[config.mk]
export PLATFORM = sky130hd
export DESIGN_NAME = uart_bus_master_flat
export DESIGN_NICKNAME = d
export VERILOG_FILES = /design/src/rtl/uart_bus_master_if.sv /design/src/rtl/uart_bus_master.sv /design/src/flat_wrapper.sv
export SDC_FILE = /design/constraint.sdc
export NUM_CORES = 1
export LEC_CHECK = 0
export BUFFER_PORTS_ARGS = -buffer_cell sky130_fd_sc_hd__buf_2
export CORE_AREA = 2 2 82 84
export DETAILED_ROUTE_END_ITERATION = 16
export DIE_AREA = 0 0 84 86
export GPL_TIMING_DRIVEN = 0
export PLACE_DENSITY = 0.57
export SYNTH_ARGS = -nofsm -noshare
export SYNTH_HDL_FRONTEND = slang
export SYNTH_SLANG_ARGS = --single-unit
[constraint.sdc]
create_clock -name clk -period 2.3 [get_ports clk]
set_clock_uncertainty 0.2 [all_clocks]
set_input_delay 0.46 -clock clk [delete_from_list [all_inputs] [get_ports clk]]
set_output_delay 0.46 -clock clk [all_outputs]
set_load 0.01 [all_outputs]
[src/rtl/uart_bus_master_if.sv]
// Command/response handshake plus the UART peripheral's parallel register port.
// The master modport is the bus initiator's view; slave is the peripheral/fabric side.
interface uart_bus_master_if;
    logic       cmd_valid;
    logic       cmd_ready;
    logic       cmd_write;
    logic [1:0] cmd_addr;
    logic [7:0] cmd_wdata;
    logic       rsp_valid;
    logic [7:0] rsp_rdata;
    logic [1:0] bus_addr;
    logic       bus_ncs;
    logic       bus_nwe;
    logic       bus_nrst;
    logic [7:0] bus_data_out;
    logic       bus_data_oe;
    logic [7:0] bus_data_in;

    modport master (
        input  cmd_valid, cmd_write, cmd_addr, cmd_wdata, bus_data_in,
        output cmd_ready, rsp_valid, rsp_rdata,
               bus_addr, bus_ncs, bus_nwe, bus_nrst, bus_data_out, bus_data_oe
    );

    modport slave (
        output cmd_valid, cmd_write, cmd_addr, cmd_wdata, bus_data_in,
        input  cmd_ready, rsp_valid, rsp_rdata,
               bus_addr, bus_ncs, bus_nwe, bus_nrst, bus_data_out, bus_data_oe
    );
endinterface

[src/rtl/uart_bus_master.sv]
// Bus initiator for the UART register port: turns single-word commands into timed
// setup/strobe/hold read/write cycles and returns read data on a one-cycle response.
//
// state  | meaning
// RESET  | bus_nrst held low for RESET_CYCLES after rst releases
// IDLE   | cmd_ready high, waiting for a command
// SETUP  | addr/nwe/wdata driven, ncs high
// STROBE | ncs low; read data sampled on the last cycle
// HOLD   | ncs high, addr/nwe/wdata still held
// DONE   | rsp_valid pulse, bus returns to idle levels
module uart_bus_master #(
    parameter int SETUP_CYCLES  = 2,
    parameter int STROBE_CYCLES = 4,
    parameter int HOLD_CYCLES   = 2,
    parameter int RESET_CYCLES  = 16
) (
    input  logic               clk,
    input  logic               rst,
    uart_bus_master_if.master  bus
);
    localparam int MAX_A = (SETUP_CYCLES > STROBE_CYCLES) ? SETUP_CYCLES : STROBE_CYCLES;
    localparam int MAX_B = (HOLD_CYCLES > RESET_CYCLES) ? HOLD_CYCLES : RESET_CYCLES;
    localparam int MAX_P = (MAX_A > MAX_B) ? MAX_A : MAX_B;
    localparam int CNT_W = $clog2(MAX_P) + 1;

    localparam logic [CNT_W-1:0] SETUP_LAST  = CNT_W'(SETUP_CYCLES - 1);
    localparam logic [CNT_W-1:0] STROBE_LAST = CNT_W'(STROBE_CYCLES - 1);
    localparam logic [CNT_W-1:0] HOLD_LAST   = CNT_W'(HOLD_CYCLES - 1);
    localparam logic [CNT_W-1:0] RESET_LAST  = CNT_W'(RESET_CYCLES - 1);

    typedef enum logic [2:0] {
        S_RESET, S_IDLE, S_SETUP, S_STROBE, S_HOLD, S_DONE
    } state_t;

    state_t           state_q, state_d;
    logic [CNT_W-1:0] cnt_q, cnt_d;
    logic             wr_q, wr_d;
    logic [1:0]       addr_q, addr_d;
    logic [7:0]       wdata_q, wdata_d;
    logic [7:0]       sample_q, sample_d;

    logic             cmd_ready_q, cmd_ready_d;
    logic             rsp_valid_q, rsp_valid_d;
    logic [7:0]       rsp_rdata_q, rsp_rdata_d;
    logic [1:0]       bus_addr_q, bus_addr_d;
    logic             bus_ncs_q, bus_ncs_d;
    logic             bus_nwe_q, bus_nwe_d;
    logic             bus_nrst_q, bus_nrst_d;
    logic [7:0]       bus_data_out_q, bus_data_out_d;
    logic             bus_data_oe_q, bus_data_oe_d;

    always_ff @(posedge clk) begin
        if (rst) begin
            state_q        <= S_RESET;
            cnt_q          <= '0;
            wr_q           <= 1'b0;
            addr_q         <= '0;
            wdata_q        <= '0;
            sample_q       <= '0;
            cmd_ready_q    <= 1'b0;
            rsp_valid_q    <= 1'b0;
            rsp_rdata_q    <= '0;
            bus_addr_q     <= '0;
            bus_ncs_q      <= 1'b1;
            bus_nwe_q      <= 1'b1;
            bus_nrst_q     <= 1'b0;
            bus_data_out_q <= '0;
            bus_data_oe_q  <= 1'b0;
        end else begin
            state_q        <= state_d;
            cnt_q          <= cnt_d;
            wr_q           <= wr_d;
            addr_q         <= addr_d;
            wdata_q        <= wdata_d;
            sample_q       <= sample_d;
            cmd_ready_q    <= cmd_ready_d;
            rsp_valid_q    <= rsp_valid_d;
            rsp_rdata_q    <= rsp_rdata_d;
            bus_addr_q     <= bus_addr_d;
            bus_ncs_q      <= bus_ncs_d;
            bus_nwe_q      <= bus_nwe_d;
            bus_nrst_q     <= bus_nrst_d;
            bus_data_out_q <= bus_data_out_d;
            bus_data_oe_q  <= bus_data_oe_d;
        end
    end

    always_comb begin
        state_d  = state_q;
        cnt_d    = cnt_q;
        wr_d     = wr_q;
        addr_d   = addr_q;
        wdata_d  = wdata_q;
        sample_d = sample_q;
        unique case (state_q)
            // Reset leaves the counter at zero, so the release delay counts upward.
            S_RESET: begin
                if (cnt_q == RESET_LAST) begin
                    state_d = S_IDLE;
                    cnt_d   = '0;
                end else begin
                    cnt_d = cnt_q + CNT_W'(1);
                end
            end
            S_IDLE: begin
                if (bus.cmd_valid && cmd_ready_q) begin
                    wr_d    = bus.cmd_write;
                    addr_d  = bus.cmd_addr;
                    wdata_d = bus.cmd_wdata;
                    state_d = S_SETUP;
                    cnt_d   = SETUP_LAST;
                end
            end
            S_SETUP: begin
                if (cnt_q == '0) begin
                    state_d = S_STROBE;
                    cnt_d   = STROBE_LAST;
                end else begin
                    cnt_d = cnt_q - CNT_W'(1);
                end
            end
            S_STROBE: begin
                if (cnt_q == '0) begin
                    if (!wr_q) sample_d = bus.bus_data_in;
                    state_d = S_HOLD;
                    cnt_d   = HOLD_LAST;
                end else begin
                    cnt_d = cnt_q - CNT_W'(1);
                end
            end
            S_HOLD: begin
                if (cnt_q == '0) state_d = S_DONE;
                else             cnt_d   = cnt_q - CNT_W'(1);
            end
            S_DONE:  state_d = S_IDLE;
            default: state_d = S_RESET;
        endcase
    end

    // Outputs are decoded from the next state so every bus pin comes straight from a flop.
    always_comb begin
        logic active;
        active         = (state_d == S_SETUP) || (state_d == S_STROBE) || (state_d == S_HOLD);
        cmd_ready_d    = (state_d == S_IDLE);
        rsp_valid_d    = (state_d == S_DONE);
        rsp_rdata_d    = rsp_rdata_q;
        if (state_d == S_DONE) rsp_rdata_d = wr_d ? 8'h00 : sample_d;
        bus_addr_d     = active ? addr_d : bus_addr_q;
        bus_ncs_d      = (state_d != S_STROBE);
        bus_nwe_d      = ~(active && wr_d);
        bus_nrst_d     = (state_d != S_RESET);
        bus_data_oe_d  = active && wr_d;
        bus_data_out_d = (active && wr_d) ? wdata_d : 8'h00;
    end

    assign bus.cmd_ready    = cmd_ready_q;
    assign bus.rsp_valid    = rsp_valid_q;
    assign bus.rsp_rdata    = rsp_rdata_q;
    assign bus.bus_addr     = bus_addr_q;
    assign bus.bus_ncs      = bus_ncs_q;
    assign bus.bus_nwe      = bus_nwe_q;
    assign bus.bus_nrst     = bus_nrst_q;
    assign bus.bus_data_out = bus_data_out_q;
    assign bus.bus_data_oe  = bus_data_oe_q;
endmodule

[src/flat_wrapper.sv]
// flat-port wrapper written by rule: the top's interface ports become plain ports
module uart_bus_master_flat 
#(
    parameter int SETUP_CYCLES  = 2,
    parameter int STROBE_CYCLES = 4,
    parameter int HOLD_CYCLES   = 2,
    parameter int RESET_CYCLES  = 16
)
  (clk, rst, bus_cmd_valid, bus_cmd_write, bus_cmd_addr, bus_cmd_wdata, bus_bus_data_in, bus_cmd_ready, bus_rsp_valid, bus_rsp_rdata, bus_bus_addr, bus_bus_ncs, bus_bus_nwe, bus_bus_nrst, bus_bus_data_out, bus_bus_data_oe);
  uart_bus_master_if bus_i ();
  input  logic clk;
  input  logic rst;
  input wire logic [$bits(bus_i.cmd_valid)-1:0] bus_cmd_valid;
  input wire logic [$bits(bus_i.cmd_write)-1:0] bus_cmd_write;
  input wire logic [$bits(bus_i.cmd_addr)-1:0] bus_cmd_addr;
  input wire logic [$bits(bus_i.cmd_wdata)-1:0] bus_cmd_wdata;
  input wire logic [$bits(bus_i.bus_data_in)-1:0] bus_bus_data_in;
  output wire logic [$bits(bus_i.cmd_ready)-1:0] bus_cmd_ready;
  output wire logic [$bits(bus_i.rsp_valid)-1:0] bus_rsp_valid;
  output wire logic [$bits(bus_i.rsp_rdata)-1:0] bus_rsp_rdata;
  output wire logic [$bits(bus_i.bus_addr)-1:0] bus_bus_addr;
  output wire logic [$bits(bus_i.bus_ncs)-1:0] bus_bus_ncs;
  output wire logic [$bits(bus_i.bus_nwe)-1:0] bus_bus_nwe;
  output wire logic [$bits(bus_i.bus_nrst)-1:0] bus_bus_nrst;
  output wire logic [$bits(bus_i.bus_data_out)-1:0] bus_bus_data_out;
  output wire logic [$bits(bus_i.bus_data_oe)-1:0] bus_bus_data_oe;
  assign bus_i.cmd_valid = bus_cmd_valid;
  assign bus_i.cmd_write = bus_cmd_write;
  assign bus_i.cmd_addr = bus_cmd_addr;
  assign bus_i.cmd_wdata = bus_cmd_wdata;
  assign bus_i.bus_data_in = bus_bus_data_in;
  assign bus_cmd_ready = bus_i.cmd_ready;
  assign bus_rsp_valid = bus_i.rsp_valid;
  assign bus_rsp_rdata = bus_i.rsp_rdata;
  assign bus_bus_addr = bus_i.bus_addr;
  assign bus_bus_ncs = bus_i.bus_ncs;
  assign bus_bus_nwe = bus_i.bus_nwe;
  assign bus_bus_nrst = bus_i.bus_nrst;
  assign bus_bus_data_out = bus_i.bus_data_out;
  assign bus_bus_data_oe = bus_i.bus_data_oe;
  uart_bus_master #(.SETUP_CYCLES(SETUP_CYCLES), .STROBE_CYCLES(STROBE_CYCLES), .HOLD_CYCLES(HOLD_CYCLES), .RESET_CYCLES(RESET_CYCLES)) u_core (.clk(clk), .rst(rst), .bus(bus_i));
endmodule
Word-level counts from Yosys, hierarchy flattened. Cells that the tools add are included. Widths: inputs -> output; s select.

Flip-flop bits (word level): 51. Bits of input ports: 22.

$add $sub $neg: 2. Eq/ne operators: 14. Muxes and demuxes: 22. Bitwise operators: 1. Reductions and logical operators: 10.

Operator list (number): $mux 8 (6); $mux 5 (5); $pmux 5 s5 (1); $pmux 3 s6 (1); $mux 3 (5); $eq 3x2->1 const B (4); $eq 3x3->1 const B (4); $eq 3x1->1 const B (2); $add 5x1->5 const B (1); $eq 5x4->1 const B (1); $logic_not 5->1 (1); $reduce_bool 5->1 (1); $sub 5x1->5 const B (1); $mux 2 (2); $logic_not 3->1 (1); $ne 3x2->1 const B (1); $reduce_and 3->1 (1); $reduce_bool 3->1 (1); $logic_and 1x1->1 (2); $logic_or 1x1->1 (2); $mux 1 (2); $ne 2x1->1 const B (1); $ne 2x2->1 const B (1); $reduce_or 2->1 (1); $not 1->1 (1).

Longest topological paths before layout.
Depth in word-level cells: 9. Mapped depth: 8. Mapped depth without buffers: 7.

Least setup slack after synthesis. OpenSTA, ideal clock, no wires.

Kind: register -> register. Start: reg u_core.cnt_q[0]. End: reg u_core.rsp_rdata_q[7] (netlist: u_core.bus.rsp_rdata[7]). Setup time: 0.116 ns. Arrival time: 2.066 ns. Required time: 1.984 ns. Slack: -0.082 ns. Cell stages (with the launch flop): 9. Period minus slack after synthesis: 2.382 ns. Cells stage by stage: dfxtp_1 > inv_1 > ha_1 > or4b_4 > or4_1 > buf_6 > mux2i_1 > nor2_1 > a31o_1.

Word-level cells in the longest chain between the ends: 4. Elaborated cells between the ends (all ways): 11.

Ends and longest elaborated chain: start: declaration (RTL line uart_bus_master.sv:36) `logic [CNT_W-1:0] cnt_q, cnt_d;`; start signal: assignment (RTL line uart_bus_master.sv:71) `cnt_q <= cnt_d;`; $eq 5x4->1 or $logic_not 5->1 (tied branches); $mux 3, or another cell as far along (RTL line uart_bus_master.sv:98) `if (cnt_q == RESET_LAST) begin`; $pmux 3 s6 or $mux 8 (tied branches) (RTL line uart_bus_master.sv:95) `unique case (state_q)`; $eq 3x3->1 or $mux 8 (tied branches) (RTL line uart_bus_master.sv:147) `if (state_d == S_DONE) rsp_rdata_d = wr_d ? 8'h00 : sample_d;`; end signal: assignment (RTL line uart_bus_master.sv:78) `rsp_rdata_q <= rsp_rdata_d;`; end: declaration (RTL line uart_bus_master.sv:44) `logic [7:0] rsp_rdata_q, rsp_rdata_d;`.

Several ways; a longest one is shown, not always the timed one. A chain may end at the register's enable or synchronous reset.

Worst setup path after layout.
Start: reg u_core.cnt_q[1]. End: reg u_core.rsp_rdata_q[2] (netlist: u_core.bus.rsp_rdata[2]).

The elaborated chain is that of the path after synthesis.

==> results by group <==
Outcome
  – Status: finished, violations left
  – Failing checks: negative setup slack

Timing
  – Rel. slew slack: 65.9%
  – Worst slew pin tran: 510 ps
  – Max Slew Vio Count: 0
  – Setup WS post-layout: -90.0 ps
  – Minimum clock period: 2390 ps
  – Period utilization: 104%
  – RSZ-0062 raised after global routing: true
  – Final hold violations: 0
  – Max Clock Freq: 0.418 GHz
  – Fin Hold WS: 211 ps
  – Setup violations, final: 10

Power and ir drop
  – Peak VDD IR: 0.000309 V
  – PwrDens: 572 nW/um2
  – LEAKAGE: 1.16 nW
  – Final total power: 0.00152 W

Die
  – Die height: 86 um
  – # IOs: 46
  – Die X: 84 um
  – Initial Util: 34.0%
  – Core Rows: 29
  – Die area: 7220 um2
  – Core area: 6280 um2

Layout
  – Layout cells sized above 1: 28.8%
  – Fin area: 2670 um2
  – Final core occ: 42.5%
  – Multi-input logic area: 1070 um2
  – ANT cells: 0
  – Final nets: 319
  – Layout filler cell count: 643
  – Register area: 1030 um2
  – P&R area growth vs syn: 25.1%

Clock tree
  – Clk pin slew, worst setup/hold paths: 90 ps
  – CTS tree: yes
  – Num Clock Sinks: 51
  – Skew-Pair Late Insertion Delay: 300 ps
  – Clk root buf: clkbuf_8
  – Number of buffers created by CTS: 5
  – Htree depth: 2
  – CTS max path bufs: 2
  – Hold buffer count at CTS: 0

Synth
  – Area fraction in compound gates after synthesis: 18.0%
  – Synth area leader: dfxtp_1
  – Adder and majority cell fraction of the synthesized area: 1.76%
  – Commonest cells in the synthesized netlist: dfxtp_1, nor2_1, mux2i_1
  – Number of synthesized flops with an enable pin: 0
  – Seq cells post-synth: 51
  – Simple-Gate Fraction of Synth Area: 18.3%
  – Largest family of logic cells by synthesized area: simple AND/OR/NAND/NOR gates
  – Synth Area in XOR/XNOR: 0%
  – Syn Inst Count: 236
  – Post-synth net total: 261
  – YS warnings: 0
  – Largest cells by area after synthesis: dfxtp_1, mux2i_1, nor2_1
  – Top_reg_cell synth: dfxtp_1
  – Mux share of post-synthesis cell area: 8.98%
  – Synth Area per Inst: 9.03 um2
  – Most frequent cell after synthesis: dfxtp_1
  – Post-synthesis async set-or-reset flop share: 0%
  – Cell Area, Synth: 2130 um2
  – Synth unique cells: 46
  – Sequential-to-total area share from yosys stat: 47.9%
  – Yosys top cell area share: 47.9%

Worst hold path
  – Hold Path Sink: u_core.sample_q[7]
  – Worst Hold Depth: 2
  – Hold_sp: rst
  – Hold Crit Class: in -> reg

Detailed routing
  – Per-cell routed wire length: 13.9 um
  – Via count normalized by instance count: 5.22
  – Routed WL: 5190 um
  – Drt initial violations: 154
  – Antenna viol nets, final: 0
  – DR vias: 1942
  – Initial DRT Pass Iterations: 4
  – DRC errors left: 0

Critical path
  – Worst EP required: 2290 ps
  – Worst endpoint data arrival time: 2380 ps
  – Startpoint types: flip-flop
  – R2r endpoint: u_core.bus.rsp_rdata[2]
  – Kind of critical path: reg -> reg
  – FF-to-FF setup slack: -90 ps
  – Worst-case reg-to-reg path depth: 7
  – Worst Setup End Kind: flip-flop
  – FF-to-FF Start: u_core.cnt_q[1]
  – Crit Path Max Fanout: 8

GRT
  – GRT overflow: 0
  – Number of global-route vias before repair: 1893
  – First-pass GRT wire length: 8630 um
  – Initial antenna violation count: 0
  – Largest net degree at the start of global routing: 16
  – GRT Util Overall: 14.7%

Placement
  – Port Buf Inserts: 45
  – Dpl hpwl: 3670 um
  – Final GP Congestion: 0.899
  – Placed cell area: 2460 um2

Job
  – Max_cap viols: 0
stage by stage:
| stage | cells | setup TNS [ps] | setup WS [ps] |
|---|---|---|---|
| after floorplan | 236 | -158 | -28.1 |
| after global placement | 358 | -4350 | -245 |
| after detailed placement | 358 | -4550 | -273 |
| after CTS | 372 | -1050 | -103 |
| after global routing | 372 | -1370 | -152 |
| final | 372 | -636 | -90.0 |
worst max-delay path: stages, from the launching register on:
cell     delay (ps)
dfxtp_4         360
inv_4            60
ha_4            120
or4b_4          460
or4_4           610
mux2i_2         240
nor2_1           60
o22a_1          170
final cells by class:
cell class	count	share of cell area, %
Multi-Input combinational cell	160	40.1
Inverter	9	1.45
Timing Repair Buffer	53	10.7
Sequential cell	51	38.6
Buffer	14	2.39
Tap cell	77	3.61
Clock buffer	6	2.72
Clock inverter	2	0.469
repair_timing:
| item | CTS | global route |
|---|---|---|
| endpoints found under the setup margin | 29 | 34 |
| buffers inserted | 7 | 1 |
| cloned | 0 | 0 |
| pin swaps | 5 | 4 |
| gates resized for setup | 10 | 16 |
layout by cell type, fill, tap and decap left out, types with 3 or more instances in the layout:
master / netlist / final
buf_2: 0 / 46
a31oi_1: 3 / 3
clkbuf_8: 0 / 5
nor3_1: 3 / 3
o22a_1: 7 / 7
nand2_1: 13 / 13
a21oi_1: 10 / 9
buf_4: 0 / 8
inv_1: 9 / 7
mux2i_1: 18 / 16
nand3_1: 3 / 3
a211oi_1: 6 / 6
nor2_1: 48 / 45
clkbuf_1: 11 / 9
o21ai_0: 8 / 8
dfxtp_1: 51 / 49
sequential cells by signal, indices dropped and copies added (netlist names):
register and cells:
u_core.addr_q 2, u_core.bus.bus_addr 2, u_core.bus.bus_data_oe 1, u_core.bus.bus_data_out 8, u_core.bus.bus_ncs 1, u_core.bus.bus_nrst 1
u_core.bus.bus_nwe 1, u_core.bus.cmd_ready 1, u_core.bus.rsp_rdata 8, u_core.bus.rsp_valid 1, u_core.cnt_q 5, u_core.sample_q 8
u_core.state_q 3, u_core.wdata_q 8, u_core.wr_q 1
per-layer routing:
layer | vias to the layer above | wire length [um] | GRT usage [%]
li1 | 956 | - | -
met1 | 920 | 2200 | 17.9
met2 | 61 | 2570 | 24.8
met3 | 5 | 381 | 4.33
met4 | 0 | 44 | 5.13
met5 | - | 0 | 0
kinds of logic after synthesis:
family	Yosys count
buffers and inverters	25
AOI/OAI and AO/OA	54
and+or+nand+nor	84
adders and majority gates	3
DFF	51
muxes	19
worst max path at each step:
| stage | start | end | slack (ps) | depth (start not counted) |
|---|---|---|---|---|
| floorplan | u_core.cnt_q[0] | u_core.bus.rsp_rdata[7] | -30 | 8 |
| global placement | u_core.cnt_q[2] | u_core.bus.bus_data_out[2] | -250 | 6 |
| detailed placement | u_core.cnt_q[2] | u_core.bus.bus_data_out[6] | -270 | 6 |
| CTS | u_core.cnt_q[0] | u_core.bus.rsp_rdata[2] | -100 | 7 |
| global route | u_core.cnt_q[1] | u_core.bus.rsp_rdata[7] | -150 | 7 |
| finish | u_core.cnt_q[1] | u_core.bus.rsp_rdata[2] | -90 | 7 |
report_power, final:
group / internal (W) / switching (W)
Combinational: 0.0000632 / 0.0000758
Clock: 0.000213 / 0.000281
Sequential: 0.000887 / 0.00000485
Total: 0.00116 / 0.000362
Note: power is estimated with default switching activity, not from simulation.
